[config.mk]
export PLATFORM = sky130hd
export DESIGN_NAME = sr_bank_arbiter
export DESIGN_NICKNAME = d
export VERILOG_FILES = /design/src/rtl/sr_bank_pkg.sv /design/src/rtl/sr_cell.sv /design/src/rtl/sr_bank_arbiter.sv
export SDC_FILE = /design/constraint.sdc
export NUM_CORES = 1
export LEC_CHECK = 0
export ABC_AREA = 1
export ABC_CLOCK_PERIOD_IN_PS = 2200
export CORE_MARGIN = 4
export CORE_UTILIZATION = 50
export CTS_CLUSTER_DIAMETER = 30
export DETAILED_ROUTE_END_ITERATION = 10
export PLACE_DENSITY = 0.89
export SYNTH_ARGS = -nofsm -noshare
export SYNTH_HDL_FRONTEND = slang
export SYNTH_HIERARCHICAL = 1
export SYNTH_SLANG_ARGS = --single-unit
[constraint.sdc]
create_clock -name clk -period 2.2 [get_ports clk]
set_input_delay 0.44 -clock clk [delete_from_list [all_inputs] [get_ports clk]]
set_output_delay 0.44 -clock clk [all_outputs]
set_load 0.01 [all_outputs]
[src/rtl/sr_bank_pkg.sv]
// Shared definitions for the SR storage bank arbiter: operation encodings
// and default bank geometry.
package sr_bank_pkg;

   localparam int NREQ_DEF  = 4;
   localparam int WIDTH_DEF = 8;

   typedef enum logic [1:0] {
      OP_HOLD   = 2'b00,
      OP_CLR    = 2'b01,
      OP_SET    = 2'b10,
      OP_TOGGLE = 2'b11
   } op_e;

endpackage

[src/rtl/sr_cell.sv]
// One SR storage bit, clocked. The forbidden (1,1) input holds the
// current state and is flagged in simulation.
module sr_cell (
   input  logic clk,
   input  logic rst,
   input  logic s,
   input  logic r,
   output logic q
);

   always_ff @(posedge clk or posedge rst) begin
      if (rst) begin
         q <= 1'b0;
      end else begin
         case ({s, r})
            2'b01:   q <= 1'b0;
            2'b10:   q <= 1'b1;
            default: q <= q;
         endcase
      end
   end

   sr_forbidden_input: assert property (@(posedge clk) disable iff (rst) !(s && r));

endmodule

[src/rtl/sr_bank_arbiter.sv]
// Round-robin arbiter granting NREQ requesters access to a bank of SR cells.
// A grant registered at one edge applies that requester's op at the next.
module sr_bank_arbiter
   import sr_bank_pkg::*;
#(
   parameter int NREQ  = NREQ_DEF,
   parameter int WIDTH = WIDTH_DEF
) (
   input  logic                           clk,
   input  logic                           rst,
   input  logic [NREQ-1:0]                req,
   input  logic [NREQ*$clog2(WIDTH)-1:0]  idx,
   input  logic [NREQ*2-1:0]              op,
   output logic [NREQ-1:0]                gnt,
   output logic [WIDTH-1:0]               q,
   output logic [WIDTH-1:0]               qn,
   output logic [15:0]                    ops_cnt
);

   localparam int IW = $clog2(WIDTH);
   localparam int PW = (NREQ > 1) ? $clog2(NREQ) : 1;

   logic [NREQ-1:0]  gnt_reg;
   logic [NREQ-1:0]  gnt_next;
   logic [PW-1:0]    ptr_reg;
   logic [PW-1:0]    ptr_next;
   logic [PW-1:0]    cand;
   logic             found;
   logic [15:0]      cnt_reg;
   logic [NREQ-1:0]  eligible;
   logic             active;
   logic [IW-1:0]    cur_idx;
   op_e              cur_op;
   logic [WIDTH-1:0] q_int;

   // The requester currently holding a grant is never eligible, so a lone
   // requester is served every second cycle.
   assign eligible = req & ~gnt_reg;
   assign active   = |gnt_reg;

   always_comb begin
      gnt_next = '0;
      ptr_next = ptr_reg;
      found    = 1'b0;
      cand     = '0;
      for (int off = 1; off <= NREQ; off++) begin
         cand = PW'((int'(ptr_reg) + off) % NREQ);
         if (!found && eligible[cand]) begin
            found          = 1'b1;
            gnt_next[cand] = 1'b1;
            ptr_next       = cand;
         end
      end
   end

   always_ff @(posedge clk or posedge rst) begin
      if (rst) begin
         gnt_reg <= '0;
         ptr_reg <= PW'(NREQ - 1);
         cnt_reg <= '0;
      end else begin
         gnt_reg <= gnt_next;
         ptr_reg <= ptr_next;
         if (active) begin
            cnt_reg <= cnt_reg + 16'd1;
         end
      end
   end

   always_comb begin
      cur_idx = '0;
      cur_op  = OP_HOLD;
      for (int i = 0; i < NREQ; i++) begin
         if (gnt_reg[i]) begin
            cur_idx = idx[i*IW +: IW];
            cur_op  = op_e'(op[i*2 +: 2]);
         end
      end
   end

   // An index outside the bank matches no cell and therefore acts as HOLD.
   for (genvar gi = 0; gi < WIDTH; gi++) begin : g_cell
      logic s_c;
      logic r_c;

      always_comb begin
         s_c = 1'b0;
         r_c = 1'b0;
         if (active && cur_idx == IW'(gi)) begin
            case (cur_op)
               OP_CLR:    r_c = 1'b1;
               OP_SET:    s_c = 1'b1;
               OP_TOGGLE: begin
                  s_c = ~q_int[gi];
                  r_c = q_int[gi];
               end
               default:   ;
            endcase
         end
      end

      sr_cell u_cell (
         .clk (clk),
         .rst (rst),
         .s   (s_c),
         .r   (r_c),
         .q   (q_int[gi])
      );
   end

   assign gnt     = gnt_reg;
   assign q       = q_int;
   assign qn      = ~q_int;
   assign ops_cnt = cnt_reg;

endmodule

# Word-level counts from Yosys, hierarchy flattened
# Cells that the tools add are included.
[word_totals] reg_bits=30 inputBits=26 output_inout_bits=36 word_cells=168
[classes] add_sub_neg=5 n_lt_le_gt_ge=8 n_eq_ne=26 mux=75 n_bitwise=14 reduce_logical=29
[op_table] operator="1-bit case mux with 2 select lines" n=24
[op_table] operator="1-bit two-way mux" n=27
[op_table] operator="2-bit equality test, second input constant" n=10
[op_table] operator="2-bit by 1-bit equality test with 1-bit output, second input constant" n=9
[op_table] operator="16-bit by 1-bit adder with 16-bit output, second input constant" n=1
[op_table] operator="2-bit two-way mux" n=8
[op_table] operator="4-bit two-way mux" n=4
[op_table] operator="2-bit nonzero test" n=8
[op_table] operator="1-bit logical AND" n=15
[op_table] operator="3-bit equality test, second input constant" n=4
[op_table] operator="2-bit by 3-bit less-than comparator with 1-bit output, second input constant" n=4
[op_table] operator="3-bit two-way mux" n=4
[op_table] operator="4-bit bitwise OR" n=3
[op_table] operator="1-bit binary-select mux with 2-bit select" n=4
[op_table] operator="1-bit demux with 2-bit select" n=4
[op_table] operator="2-bit by 1-bit >= comparator with 1-bit output, second input constant" n=4
[op_table] operator="1-bit NOT" n=8
[op_table] operator="8-bit NOT" n=1
[op_table] operator="3-bit by 2-bit equality test with 1-bit output, second input constant" n=2
[op_table] operator="2-bit by 1-bit adder with 2-bit output, second input constant" n=2
[op_table] operator="2-bit adder, second input constant" n=2
[op_table] operator="4-bit AND" n=1
[op_table] operator="4-bit NOT" n=1
[op_table] operator="4-bit nonzero test" n=1
[op_table] operator="4 further kinds" n=6

# Logic depth before layout (Yosys ltp)
# Gate-level depths: netlist of run 1.
[logic_depth] word_depth=14 ltp_mapped=15 mapped_depth_nobuf=15

# Cells and area by module
# The synthesis of run 1 kept the hierarchy.
[modules_own_cells] mod="sr_bank_arbiter" instances=1 cells_each=283 area_per_inst_um2=1940.6 seq_area_each_um2=553.0
[modules_own_cells] mod="sr_cell" instances=8 cells_each=8 area_per_inst_um2=60.1 seq_area_each_um2=25.0

# Least setup slack after synthesis of run 1
# Ideal clock, no wire load.
[synth_path] path_type="reg-to-reg" start="register ptr_reg[0]" end="register gnt_reg[0] (netlist: gnt[0])" setup_time_ns=0.065 arrival_ns=1.742 required_ns=2.135 setup_slack_ns=0.393 path_stages_with_launch=10 n_path_buf=0 synth_period_minus_slack_ns=1.807 cell_sequence="dfstp_2 > inv_2 > ha_1 > inv_1 > nand3_4 > nand2_8 > nand2_4 > nor2_4 > nand3_1 > nand2_1"
[synth_via] elab_chain_len=13 word_cells_on_any_way=48 cone_classes="4 x add/sub; 8 x order compare; 23 x mux; 3 x bitwise; 10 x reduce/logical"
[synth_rtl] item="start: declaration" line="sr_bank_arbiter.sv:25" text="logic [PW-1:0] ptr_reg;"
[synth_rtl] item="start signal: assignment" line="sr_bank_arbiter.sv:59" text="ptr_reg <= PW'(NREQ - 1);"
[synth_rtl] item="start signal: assignment" line="sr_bank_arbiter.sv:63" text="ptr_reg <= ptr_next;"
[synth_rtl] item="parallel branches: the longest is 12 deep, another holds 2-bit by 3-bit less-than comparator with 1-bit output"
[synth_rtl] item="4-bit two-way mux *" line="sr_bank_arbiter.sv:48" text="if (!found && eligible[cand]) begin"
[synth_rtl] item="named net gnt_next[0]" line="sr_bank_arbiter.sv:24" text="logic [NREQ-1:0] gnt_next;"
[synth_rtl] item="end signal: assignment" line="sr_bank_arbiter.sv:62" text="gnt_reg <= gnt_next;"
[synth_rtl] item="end: declaration" line="sr_bank_arbiter.sv:23" text="logic [NREQ-1:0] gnt_reg;"
# Mark *: on every way through the listed nets, which the timed path passes. The select of a mux whose other input is x is not followed.
# A chain may end at the register's enable or synchronous reset.

# Worst setup path in the final report of run 1
[layout_path] start="register gnt_reg[1] (netlist: gnt[1])" end="register g_cell[6].u_cell.q"
[layout_via] elab_chain_len=8 word_cells_on_any_way=20 cone_classes="6 x eq/ne; 11 x mux; 3 x reduce/logical"
[layout_rtl] item="2-bit two-way mux or 3-bit two-way mux (tied branches) (3 in a row)" line="sr_bank_arbiter.sv:74" text="if (gnt_reg[i]) begin"
[layout_rtl] item="2-bit equality test (tied with other cells)" line="sr_bank_arbiter.sv:90" text="case (cur_op)"
[layout_rtl] item="1-bit case mux with 2 select lines or 1-bit logical AND (tied branches)" line="sr_bank_arbiter.sv:90, sr_bank_arbiter.sv:89"
[layout_rtl] item="1-bit two-way mux *" line="sr_bank_arbiter.sv:89" text="if (active && cur_idx == IW'(gi)) begin"
[layout_rtl] item="named net g_cell[6].r_c" line="sr_bank_arbiter.sv:84" text="logic r_c;"
[layout_rtl] item="2-bit equality test or 2-bit by 1-bit equality test with 1-bit output (tied branches)" line="sr_cell.sv:15" text="case ({s, r})"
[layout_rtl] item="1-bit case mux with 2 select lines or 2-bit nonzero test (tied branches)"
[layout_rtl] item="end signal: assignment" line="sr_cell.sv:18" text="default: q <= q;"
[layout_rtl] item="end: declaration" line="sr_cell.sv:8" text="output logic q"
# Mark *: on every way through the listed nets, which the timed path passes. The rest lies on a longest branch.

==> results of run 1 <==
-- cell families after synthesis --
logic type / count (synthesis) / synth area share [%]
compound gates: 25 / 6.05
buf+inv: 59 / 9.82
flops: 30 / 31.1
simple gates: 205 / 40.3
fa+ha+maj: 17 / 8.79
xor+xnor: 11 / 3.98
-- cell type report --
class,count,area (µm²)
Clock inverter,1,5.00
Inverter,56,210
Fill cell,427,1460
Clock buffer,7,86.3
Sequential cell,30,756
Timing Repair Buffer,68,676
Multi-Input combinational cell,258,1430
Tap cell,54,67.6
-- final timing paths --
kind / end / startpoint / slack (ps) / cells past startpoint
max: g_cell[6].u_cell/q / gnt[1] / 240 / 14
min: g_cell[4].u_cell/q / rst / 480 / 3
max reg2reg: g_cell[6].u_cell/q / gnt[1] / 240 / 14
min reg2reg: ops_cnt[15] / ops_cnt[15] / 490 / 1
max in group asynchronous: ptr_reg[0] / rst / 1140 / 4
min in group clk: ops_cnt[15] / ops_cnt[15] / 490 / 1
-- metal layers --
metal  GRT usage [%]  share of wire (%)  vias up
met5               0                  0        -
li1                -                  -     1207
met1            25.9                 44     1131
met4            6.23                1.2        0
met2            36.0                 50       67
met3            5.45                5.5       10
-- where the power goes --
group	switching, µW	internal [µW]	leakage (µW)	total [µW]
Clock	207	252	0.0000482	459
Combinational	1560	1080	0.00118	2640
Sequential	179	730	0.000394	909
Total	1950	2060	0.00163	4010
-- cell usage in the layout (no fill, tap or decap), drive strengths merged --
| cell type | instances |
|---|---|
| clkbuf | 7 |
| nand4 | 2 |
| nor3b | 1 |
| a21o | 1 |
| inv | 56 |
| buf | 7 |
| dfrtp | 28 |
| dfstp | 2 |
| nor3 | 1 |
| clkinv | 1 |
| nand3 | 34 |
| nand3b | 1 |
| nand2 | 119 |
| a21oi | 11 |
| clkdlybuf4s50 | 61 |
| nor2 | 47 |
| xnor2 | 5 |
| ha | 17 |
| o21ai | 13 |
| xor2 | 6 |
-- repair_timing --
action                                  in CTS  in global routing
endpoints found under the setup margin       0                  3
gates resized for setup                      0                  2
buffers inserted                             0                  0
-- through the flow --
step                      util (%)  TNS [ps]  cells  setup slack (ps)  power (µW)
after CTS                     68.8         0    474               192        4020
final                         68.9         0    474               244        4010
after floorplan                  -         0    347               393        2700
after global routing          68.9         0    474              38.2        4400
after detailed placement      66.9     -41.6    466             -32.3        3550
after global placement        66.9         0    466              15.3        3460
-- critical path: stages (launching register included) --
cell and delay [ps]:
dfrtp_1 570, nor2_4 100, nand2_1 70, nand2_1 50, nor2_1 160, o21ai_4 80, buf_12 150, nand2_1 50
nand2_1 50, nor2_1 100, inv_1 50, ha_1 290, inv_1 50, nand2_1 50, nand2_1 40
==> results.md, run 1 <==
- Status: finished clean
- Mean post-synth cell area: 6.98 µm²
- Synth area leader: dfrtp_1
- Syn Inst Count: 347
- Post-DP Area: 3140 µm²
- Final instance area: 3230 µm²
- Final Cycle Share: 88.9%
- Detailed Route Iter0 Violations: 117
- Global-route wire length before repair: 10500 µm
- Aggregate routed wire length: 5850 µm
- Asr flop ratio synth: 100%
- Setup CP Type: flop to flop
- Number of diodes: 0
- Slew margin rel.: 74.6%
- Row count: 25
- CTS root buf: clkbuf_8
- Min Tclk post-route: 1960 ps
- Hold slack: 479 ps
- Max FFs per register: 16
- Top_reg_cell synth: dfrtp_1
- Initial Util: 51.6%
- Total iterations of the first detailed-routing run: 4
- CP Capture Type: flop
- Routability Congestion: 0.915
- Die height: 77.6 µm
- Leakage power: 0.00163 µW
- IO Pins: 62
- Sequential area share after synthesis: 31.1%
- Worst Setup Start Kind: flop
- Hold-fix buffers, CTS: 0
- Hold WC Path Type: input port to asynchronous set/reset pin
- Largest net degree at the start of global routing: 19
- Total grt overflow: 0
- Hpwl dp: 4560 µm
- Post-synthesis cell type count: 29
- Clock sink count: 30
- Clk slew on worst S/H paths: 60 ps
- Drt wl/cell: 12.3 µm
- Mapped Nets: 390
- Worst VDD drop: 0.000499 V
- Drt drc: 0
- Endpoints failing setup: 0
- Gr usage total: 21.0%
- TritonCTS clock tree: built
- Area grow syn2layout: 33.4%
- RSZ-0062 raised after global routing: no
- Slew @ Worst Pin: 381 ps
- # H-tree levels: 2
- Max Transition Viols Final: 0
- Clock Skew: 2.88 ps
- Clock Tree Buf Depth: 2
- Area contributors post-synth: dfrtp_1 29%, nand2_1 18%, ha_1 8.8%
- Required time worst endpoint: 2380 ps
- Post-synthesis register bit count: 30
- Antenna Nets Post-Route: 0
- Via count: 2415
- Max-cap viol count: 0
- Hold Fails Final Rpt: 0
- Antenna violations before repair: 0
- F_max: 511 MHz
- Top cells by count, synth: 113 x nand2_1, 52 x inv_1, 42 x nor2_1
- Die area: 6020 µm²
- Core Area: 4690 µm²
- Mapped cell area: 2420 µm²
- Count leader, synth: nand2_1
- Power Dens Cells: 1240 nW/µm²
- Drt via density: 5.09
- Yosys warning count: 6
- Synth top area share: 28.9%
- Vias in the first global route: 2443
- Die X: 77.6 µm
- Worst path arrival time: 2130 ps
- Clk_lat worst skew: 280 ps
- Num CTS Buffers: 5
- Nets: 462
- Buffers added on ports: 61
- Crit Path Max Fanout: 16
- Post-synth EDFFs: 0
- Layout cell share with drive strength beyond 1: 10.7%
(Power assumes the default switching activity.)
==> inputs of run 2 (changes only) <==
Settings changed: CORE_UTILIZATION 50 to 40, PLACE_DENSITY 0.89 to not set, PLACE_DENSITY_LB_ADDON set to 0.3, TNS_END_PERCENT set to 100.
==> run 2 against run 1 <==
Non-clock buffer count decreased by 1. Sequential share of layout area decreased by 0.53 points. Sequential power increased by 2%. Wire length decreased by 1.4%. Combinational power decreased by 2%. Sequential cell count unchanged. Die area increased by 22%. Critical path type unchanged.
==> results.md, run 2 (synthesis gave the netlist of run 1 again) <==
- Die height: 85.8 µm (+11%)
- Clock Skew: 7.11 ps (+4.23 ps)
- Hold path depth: 1
- Max-cap viol count: 0 (unchanged)
- Crit Reg-Reg Endpoint: gnt[3]
- Cells on worst reg2reg path: 9 (-5)
- Hold Fails Final Rpt: 0 (unchanged)
- Via count: 2327 (-3.6%)
- CP Capture Type: flop
- Largest net degree at the start of global routing: 17 (-2)
- IO Pins: 62 (unchanged)
- Final instance area: 3300 µm² (+2.1%)
- Setup CP Type: flop to flop
- Global-route wire length before repair: 10300 µm (-1.3%)
- Max Transition Viols Final: 0 (unchanged)
- Slew @ Worst Pin: 397 ps (+16.8 ps)
- Endpoints failing setup: 0 (unchanged)
- HP Start: ops_cnt[15]
- Hold WC Path Type: flop to flop
- # H-tree levels: 2 (unchanged)
- Overall Power: 4210 µW (+5.0%)
- Hold slack: 471 ps (-7.87 ps)
- Final Cycle Share: 91.1% (+2.2 points)
- Power Dens Cells: 1280 nW/µm² (+2.8%)
- Place WS: 5.89 ps (+38.2 ps)
- Row count: 28 (+12%)
- Nets: 461 (-0.22%)
- Clk_lat worst skew: 290 ps (about the same)
- Status: finished clean
- Vias in the first global route: 2412 (-1.3%)
- Drt drc: 0 (unchanged)
- Gr usage total: 17.2% (-3.8 points)
- CTS root buf: clkbuf_8
- Min-Delay Endpoint: ops_cnt[15]
- Clock Tree Buf Depth: 2 (unchanged)
- Commonest non-fill, non-tap cell in the layout: nand2_1
- Max FFs per register: 16 (unchanged)
- Total grt overflow: 0 (unchanged)
- Antenna violations before repair: 0 (unchanged)
- Required time worst endpoint: 2420 ps (+40 ps)
- Buffers added on ports: 61 (unchanged)
- R2R setup slack: 200 ps (-50 ps)
- Area grow syn2layout: 36.3%
- Clk slew on worst S/H paths: 70 ps (about the same)
- Core Area: 5890 µm² (+25%)
- Setup TNS: 0 ps (unchanged)
- Die area: 7360 µm² (+22%)
- Post-route setup slack: 196 ps (-47.4 ps)
- F_max: 499 MHz (-2.4%)
- Worst path arrival time: 2220 ps (+90 ps)
- Drt wl/cell: 11.7 µm (-5.3%)
- Routability Congestion: 0.874 (-4.5%)
- Hpwl dp: 4660 µm (+2.2%)
- Clock sink count: 30 (unchanged)
- Total iterations of the first detailed-routing run: 4 (unchanged)
- Post-DP Area: 3160 µm² (+0.60%)
- Filler cells: 567 (+33%)
- Die X: 85.8 µm (+11%)
- Min Tclk post-route: 2000 ps (+47.4 ps)
- Slew margin rel.: 73.5% (-1.1 points)
- Layout cell share with drive strength beyond 1: 10.5% (-0.21 points)
- Crit Path Max Fanout: 9 (-7)
- Drt via density: 4.71 (-7.5%)
- RSZ-0062 raised after global routing: no
- Worst r2r src: ptr_reg[1]
- Initial Util: 41.1% (-10 points)
- Commonest cells after routing, fill and taps aside: 113 x nand2_1, 61 x clkdlybuf4s50_1, 52 x inv_1, 42 x nor2_1, 27 x dfrtp_1
- Leakage power: 0.00165 µW (+1.2%)
- Antenna Nets Post-Route: 0 (unchanged)
- TritonCTS clock tree: built
- Detailed Route Iter0 Violations: 79 (-32%)
- Worst Setup Start Kind: flop
- Num CTS Buffers: 5 (unchanged)
- Aggregate routed wire length: 5770 µm (-1.4%)
- Number of diodes: 0 (unchanged)
- Worst VDD drop: 0.000616 V (+23%)
[run 2: repair_timing]
action | in CTS | in global routing
gates resized for setup | 0 | 1
setup buffers | 0 | 0
hold buffers | 0 | 0
setup endpoints to repair | 0 | 7
[run 2: worst max path at each step]
stage / from / slack, ps / cells after the start / endpoint
2_1_floorplan: ptr_reg[0] / 390 / 9 / gnt[0]
3_3_place_gp: idx[5] / 20 / 12 / g_cell[0].u_cell/q
3_5_place_dp: idx[3] / 6 / 13 / g_cell[6].u_cell/q
4_1_cts: gnt[2] / 190 / 13 / g_cell[2].u_cell/q
5_1_grt: gnt[3] / 6 / 12 / g_cell[0].u_cell/q
6_report: ptr_reg[1] / 200 / 9 / gnt[3]
[run 2: layout make-up]
| type | instances | area, µm² | area share, % |
|---|---|---|---|
| well taps | 75 | 93.8 | 2.84 |
| repair buffers | 67 | 668 | 20.3 |
| clock buffers | 6 | 82.6 | 2.50 |
| multi-input cells | 258 | 1430 | 43.3 |
| inverters | 56 | 210 | 6.37 |
| flip-flops and latches | 30 | 754 | 22.9 |
| clock inverters | 2 | 60.1 | 1.82 |
[run 2: stage by stage]
stage / utilization [%] / instances
floorplan: - / 347
global placement: 53.6 / 486
detailed placement: 53.6 / 486
CTS: 56.0 / 494
global route: 56.1 / 494
finish: 56.1 / 494
[run 2: critical path, stage by stage, from the launching register on]
cell     delay, ps
dfstp_2        620
inv_1          160
ha_1           360
inv_1          170
nand3_4        140
nand2_8        120
nand2_4         60
nor2_4         120
nand3_1         80
nand2_1         90
[run 2: metal layers]
metal,vias to the layer above,GRT usage (%),wire length [µm]
met3,8,4.80,364
met2,62,30.7,2800
met5,-,0,0
met1,1048,20.5,2550
li1,1209,-,-
met4,0,4.03,49
[run 2: report_power, final]
group / internal [µW] / total [µW] / switching, µW
registers: 730 / 926 / 196
logic: 1060 / 2580 / 1520
clock network: 483 / 706 / 223
total: 2270 / 4210 / 1940
